$ cat src/rtl/subtractor_serial_if.sv
// Handshake/data bundle for the bit-serial subtractor.
//   start  request from the client; only honoured while the subtractor is idle
//   in0    minuend, captured when start is accepted
//   in1    subtrahend, captured when start is accepted
//   busy   high while an operation is in flight (running or presenting result)
//   done   one-cycle pulse; out is valid from this cycle on
//   out    {borrow, diff}: two's-complement in0 - in1, WIDTH+1 bits
// The master modport is the client side, the slave modport is the subtractor.
interface subtractor_serial_if #(
  parameter int WIDTH = 10
);
  logic             start;
  logic [WIDTH-1:0] in0;
  logic [WIDTH-1:0] in1;
  logic             busy;
  logic             done;
  logic [WIDTH:0]   out;

  modport master (
    output start, in0, in1,
    input  busy, done, out
  );

  modport slave (
    input  start, in0, in1,
    output busy, done, out
  );
endinterface

$ cat src/rtl/subtractor_serial.sv
// Bit-serial, handshaked subtractor: out = in0 - in1, one bit per clock,
// LSB first, through a single full-subtractor cell and a borrow flop.
// The result is WIDTH+1 bits wide so it always holds the exact signed
// difference of two unsigned WIDTH-bit operands (MSB is the final borrow).
// Ports:
//   clock  system clock, rising edge
//   reset  asynchronous, active-high; clears all state and aborts any operation
//   bus    subtractor_serial_if.slave (start/in0/in1 in, busy/done/out out)
// Sequence: IDLE --start--> RUN (WIDTH cycles) --> DONE (1 cycle) --> IDLE.
module subtractor_serial #(
  parameter int WIDTH = 10
) (
  input  logic                clock,
  input  logic                reset,
  subtractor_serial_if.slave  bus
);

  localparam int CW = (WIDTH > 1) ? $clog2(WIDTH) : 1;
  localparam logic [CW-1:0] LAST_BIT = CW'(WIDTH - 1);

  typedef enum logic [1:0] {
    ST_IDLE,
    ST_RUN,
    ST_DONE
  } state_t;

  state_t           state;
  state_t           state_next;

  logic [WIDTH-1:0] a;
  logic [WIDTH-1:0] b;
  logic [WIDTH-1:0] result;
  logic [WIDTH:0]   out_q;
  logic [CW-1:0]    cnt;
  logic             bin;

  logic             diff_bit;
  logic             bout;
  logic             last_bit;
  logic             busy_c;
  logic             done_c;

  // One full-subtractor cell working on the current LSBs of the shifting
  // operands and the borrow carried from the previous bit.
  always_comb begin
    diff_bit = a[0] ^ b[0] ^ bin;
    bout     = (~a[0] & b[0]) | (~(a[0] ^ b[0]) & bin);
    last_bit = (cnt == LAST_BIT);
  end

  // State register.
  always_ff @(posedge clock or posedge reset) begin
    if (reset) begin
      state <= ST_IDLE;
    end else begin
      state <= state_next;
    end
  end

  // Next-state and status outputs. Start is only looked at in IDLE, so a
  // request raised while busy is simply dropped rather than queued.
  always_comb begin
    state_next = state;
    busy_c     = 1'b0;
    done_c     = 1'b0;
    case (state)
      ST_IDLE: begin
        if (bus.start) begin
          state_next = ST_RUN;
        end
      end
      ST_RUN: begin
        busy_c = 1'b1;
        if (last_bit) begin
          state_next = ST_DONE;
        end
      end
      ST_DONE: begin
        busy_c     = 1'b1;
        done_c     = 1'b1;
        state_next = ST_IDLE;
      end
      default: begin
        state_next = ST_IDLE;
      end
    endcase
  end

  // Datapath. Operands are captured once on an accepted start, so later
  // changes on in0/in1 cannot disturb a running operation. Each difference
  // bit enters at the top of the result register, so after WIDTH shifts
  // the first (LSB) difference bit has reached result[0].
  // The visible output is loaded on the final RUN edge, i.e. on entry to
  // DONE, using the freshly computed last bit and borrow; it then holds
  // until the next operation completes.
  always_ff @(posedge clock or posedge reset) begin
    if (reset) begin
      a      <= '0;
      b      <= '0;
      result <= '0;
      out_q  <= '0;
      cnt    <= '0;
      bin    <= 1'b0;
    end else begin
      case (state)
        ST_IDLE: begin
          if (bus.start) begin
            a   <= bus.in0;
            b   <= bus.in1;
            cnt <= '0;
            bin <= 1'b0;
          end
        end
        ST_RUN: begin
          a      <= a >> 1;
          b      <= b >> 1;
          bin    <= bout;
          cnt    <= cnt + 1'b1;
          result <= {diff_bit, result[WIDTH-1:1]};
          if (last_bit) begin
            out_q <= {bout, diff_bit, result[WIDTH-1:1]};
          end
        end
        default: begin
        end
      endcase
    end
  end

  assign bus.busy = busy_c;
  assign bus.done = done_c;
  assign bus.out  = out_q;

endmodule

$ cat src/flat_wrapper.sv
// flat-port wrapper written by rule: the top's interface ports become plain ports
module subtractor_serial_flat 
#(
  parameter int WIDTH = 10
)
  (clock, reset, bus_start, bus_in0, bus_in1, bus_busy, bus_done, bus_out);
  subtractor_serial_if #(.WIDTH(WIDTH)) bus_i ();
  input  logic clock;
  input  logic reset;
  input wire logic [$bits(bus_i.start)-1:0] bus_start;
  input wire logic [$bits(bus_i.in0)-1:0] bus_in0;
  input wire logic [$bits(bus_i.in1)-1:0] bus_in1;
  output wire logic [$bits(bus_i.busy)-1:0] bus_busy;
  output wire logic [$bits(bus_i.done)-1:0] bus_done;
  output wire logic [$bits(bus_i.out)-1:0] bus_out;
  assign bus_i.start = bus_start;
  assign bus_i.in0 = bus_in0;
  assign bus_i.in1 = bus_in1;
  assign bus_busy = bus_i.busy;
  assign bus_done = bus_i.done;
  assign bus_out = bus_i.out;
  subtractor_serial #(.WIDTH(WIDTH)) u_core (.clock(clock), .reset(reset), .bus(bus_i));
endmodule
$ cat config.mk
export PLATFORM = sky130hd
export DESIGN_NAME = subtractor_serial_flat
export DESIGN_NICKNAME = d
export VERILOG_FILES = /design/src/rtl/subtractor_serial_if.sv /design/src/rtl/subtractor_serial.sv /design/src/flat_wrapper.sv
export SDC_FILE = /design/constraint.sdc
export NUM_CORES = 1
export LEC_CHECK = 0
export BUFFER_PORTS_ARGS = -buffer_cell sky130_fd_sc_hd__buf_2
export CAP_MARGIN = 20
export CORE_MARGIN = 2
export CORE_UTILIZATION = 55
export DETAILED_ROUTE_END_ITERATION = 7
export PLACE_DENSITY_LB_ADDON = 0.2
export SLEW_MARGIN = 0
export SYNTH_ARGS = -nofsm -noshare
export SYNTH_HDL_FRONTEND = slang
export SYNTH_SLANG_ARGS = --single-unit
$ cat constraint.sdc
create_clock -name clock -period 4.89 [get_ports clock]
set_clock_uncertainty 0.05 [all_clocks]
set_input_delay 1.2225 -clock clock [delete_from_list [all_inputs] [get_ports clock]]
set_output_delay 1.2225 -clock clock [all_outputs]
set_load 0.03 [all_outputs]
==> results.sh <==
export IMPL_core_mm2=0.00363
export IMPL_crit_type="flop to flop"
export IMPL_synth_top_family_by_area="multiplexers"
export IMPL_power_share_switching_pct=35.5
export IMPL_first_pass_iters=4
export IMPL_period_share_pct=54.6
export IMPL_synth_cell_types=22
export IMPL_yosysWarnings=0
export IMPL_tightest_slew_ns=0.993
export IMPL_cts_resized=0
export IMPL_nets=237
export IMPL_routed_wl_mm=3.53
export IMPL_clockBufferDepth=2
export IMPL_ys_ff_latch=47
export IMPL_p_per_area_mw_per_mm2=664
export IMPL_holdCritPathClass="flop to flop"
export IMPL_synth_mux_area_share_pct=19.5
export IMPL_start_util_pct=57.1
export IMPL_first_global_vias=1351
export IMPL_clkTransAtPathRegs_ns=0.08
export IMPL_crit_required_ns=5.03
export IMPL_rsz0062_at_grt="false"
export IMPL_route_vias_total=1360
export IMPL_drt_initial_drc_count=113
export IMPL_cp_top_family="adder cells"
export IMPL_cts_inserted_buffers=5
export IMPL_hpwl_mm=2.37
export IMPL_syn_area_per_cell_um2=11.8
export IMPL_vias_per_cell=5.29
export IMPL_max_cap_violations=0
export IMPL_p_seq_share_pct=41.0
export IMPL_drive_above_1_share_pct=31.1
export IMPL_busiest_layer="met2"
export IMPL_htree_levels=2
export IMPL_grtUsageMet3_pct=4.11
export IMPL_fin_crit_ns=2.67
export IMPL_startpoint_type="flop"
export IMPL_io_pins=36
export IMPL_grt_ovfl_total=0
export IMPL_synth_nets=204
export IMPL_synth_xor_area_share_pct=0
export IMPL_path_max_fanout=39
export IMPL_ant_nets=0
export IMPL_synth_compound_area_share_pct=7.48
export IMPL_cts_tree="built"
export IMPL_synth_adder_area_share_pct=3.98
export IMPL_slew_violations=0
export IMPL_vdd_drop_max_v=0.000333
export IMPL_drc=0
export IMPL_fillers=286
export IMPL_antenna_cells=0
export IMPL_wl_per_cell_um=13.7
export IMPL_clock_latency_ns=0.30
export IMPL_setup_viol=0
export IMPL_final_hold_viol_count=0
export IMPL_syn_area_mm2=0.00207
export IMPL_grt_max_degree=48
export IMPL_slowest_delay_ns=0.85
export IMPL_grt_pass1_wl_mm=6.07
export IMPL_cp_end_kind="flop"
export IMPL_io_buffers=35
export IMPL_die_w_um=65.4
export IMPL_max_freq_mhz=375
export IMPL_pwr_share_comb_pct=38.6
export IMPL_antenna_found_initial=0
export IMPL_root_buffer="clkbuf_8"
export IMPL_fp_dieH_um=65.4
export IMPL_cts_sinks=47
export IMPL_gp_congestion=0.727
export IMPL_status="finished clean"
export IMPL_arrival_ns=2.81
export IMPL_post_cts_buffers=0
export IMPL_crit_chain="inv_1 > ha_2 > nand4b_1 > mux2_2"
export IMPL_slew_headroom_pct=33.8
export IMPL_fin_setup_tns_ns=0
export IMPL_leakage_nw=1.19
export IMPL_cp_slowest_cell="ha_2"
export IMPL_grtUsageTotal_pct=18.8
export IMPL_syn_inst=175
export IMPL_syn_to_final_growth_pct=16.8
export IMPL_seq_area_frac_synth_pct=56.7
export IMPL_dieArea_mm2=0.00428
export IMPL_crit_buf_inv=1
export IMPL_whs_ns=0.437
export IMPL_layout_commonest_cell="dfrtp_1"
export IMPL_postCtsHoldBufs=0
export IMPL_globalRouteMet2Util_pct=30.7
export IMPL_power_switching_mw=0.570
export IMPL_rows=22
export IMPL_p_int_mw=1.04
export IMPL_met1_usage_pct=24.0
export IMPL_final_cell_mix="dfrtp_1 (47), buf_2 (35), nand2_1 (27)"
export IMPL_synth_simple_area_share_pct=8.63
export IMPL_clkPwrFrac_pct=20.4
state kept, by name (all words and copies together) (netlist names):
name            count
u_core.bus.out     11
u_core.a           10
u_core.b           10
u_core.result       9
u_core.cnt          4
u_core.state        2
u_core.bin          1
metrics by stage:
step / setup slack (ns) / cells / area, um^2 / power, mW / utilization (%)
2_1_floorplan: 2.50 / 175 / 2070 / 1.13 / -
3_3_place_gp: 2.29 / 248 / 2270 / 1.23 / 62.5
3_5_place_dp: 2.17 / 248 / 2270 / 1.27 / 62.5
4_1_cts: 2.18 / 256 / 2400 / 1.61 / 66.1
5_1_grt: 2.04 / 257 / 2420 / 1.73 / 66.7
6_report: 2.22 / 257 / 2420 / 1.61 / 66.7
cell usage after synthesis (all sizes together):
| cell | instances | area (um^2) |
|---|---|---|
| nand2b | 3 | 18.8 |
| nor2b | 1 | 6.26 |
| o221ai | 1 | 8.76 |
| mux2 | 19 | 214 |
| a311oi | 1 | 8.76 |
| ha | 5 | 62.6 |
| nand3 | 3 | 15.0 |
| fa | 1 | 20.0 |
| nand3b | 2 | 15.0 |
| nand2 | 27 | 101 |
| nor2 | 1 | 3.75 |
| nand4b | 1 | 8.76 |
| o21a | 1 | 7.51 |
| dfrtp | 47 | 1180 |
| buf | 8 | 46.3 |
| or4b | 1 | 10.0 |
| clkbuf | 2 | 7.51 |
| a21oi | 1 | 5.00 |
| inv | 6 | 22.5 |
| mux2i | 19 | 190 |
| o21ai | 25 | 125 |
per-layer routing:
metal  share of wire (%)  vias up  wire length, um
met3                 4.8        7              171
met2                  49       34             1740
met4                 1.8        0               65
met1                  44      659             1560
met5                   0        -                0
li1                    -      660                -
logic make-up after synthesis:
| kind of cell | Yosys count |
|---|---|
| flip-flops | 47 |
| AND/OR/NAND/NOR | 39 |
| multiplexers | 38 |
| AO/OA/AOI/OAI | 29 |
| buffers and inverters | 16 |
| adder cells (fa/ha/maj) | 6 |
power by group through the flow:
stage	Combinational, mW	Sequential, mW	Clock [mW]
after detailed placement	0.599	0.669	0
after floorplan	0.435	0.698	0
after CTS	0.608	0.662	0.335
after global routing	0.689	0.685	0.352
final	0.620	0.660	0.327
after global placement	0.575	0.657	0
final timing paths:
| check | end | cells after the start | slack, ns | start |
|---|---|---|---|---|
| min in group asynchronous | u_core.result[4] | 2 | 1.08 | reset |
| worst min register to register | u_core.a[5] | 2 | 0.44 | u_core.a[5] |
| max in group asynchronous | u_core.a[1] | 2 | 3.13 | reset |
| worst min-delay path | u_core.a[5] | 2 | 0.44 | u_core.a[5] |
| worst max-delay path | u_core.bus.out[2] | 4 | 2.22 | u_core.state[1] |
| worst max register to register | u_core.bus.out[2] | 4 | 2.22 | u_core.state[1] |
layout make-up:
type / count / area, um^2 / area share (%)
Timing Repair Buffer: 36 / 195 / 8.06
Clock buffer: 6 / 72.6 / 3.00
Sequential cell: 47 / 1180 / 48.6
Multi-Input combinational cell: 112 / 836 / 34.5
Inverter: 6 / 22.5 / 0.930
Clock inverter: 2 / 60.1 / 2.48
Tap cell: 48 / 60.1 / 2.48
worst min-delay path, stage by stage (launching register included):
cell and delay, ns:
dfrtp_1 0.35, nand2_1 0.05, o21ai_0 0.06
Power figures use the tool's default switching activity.
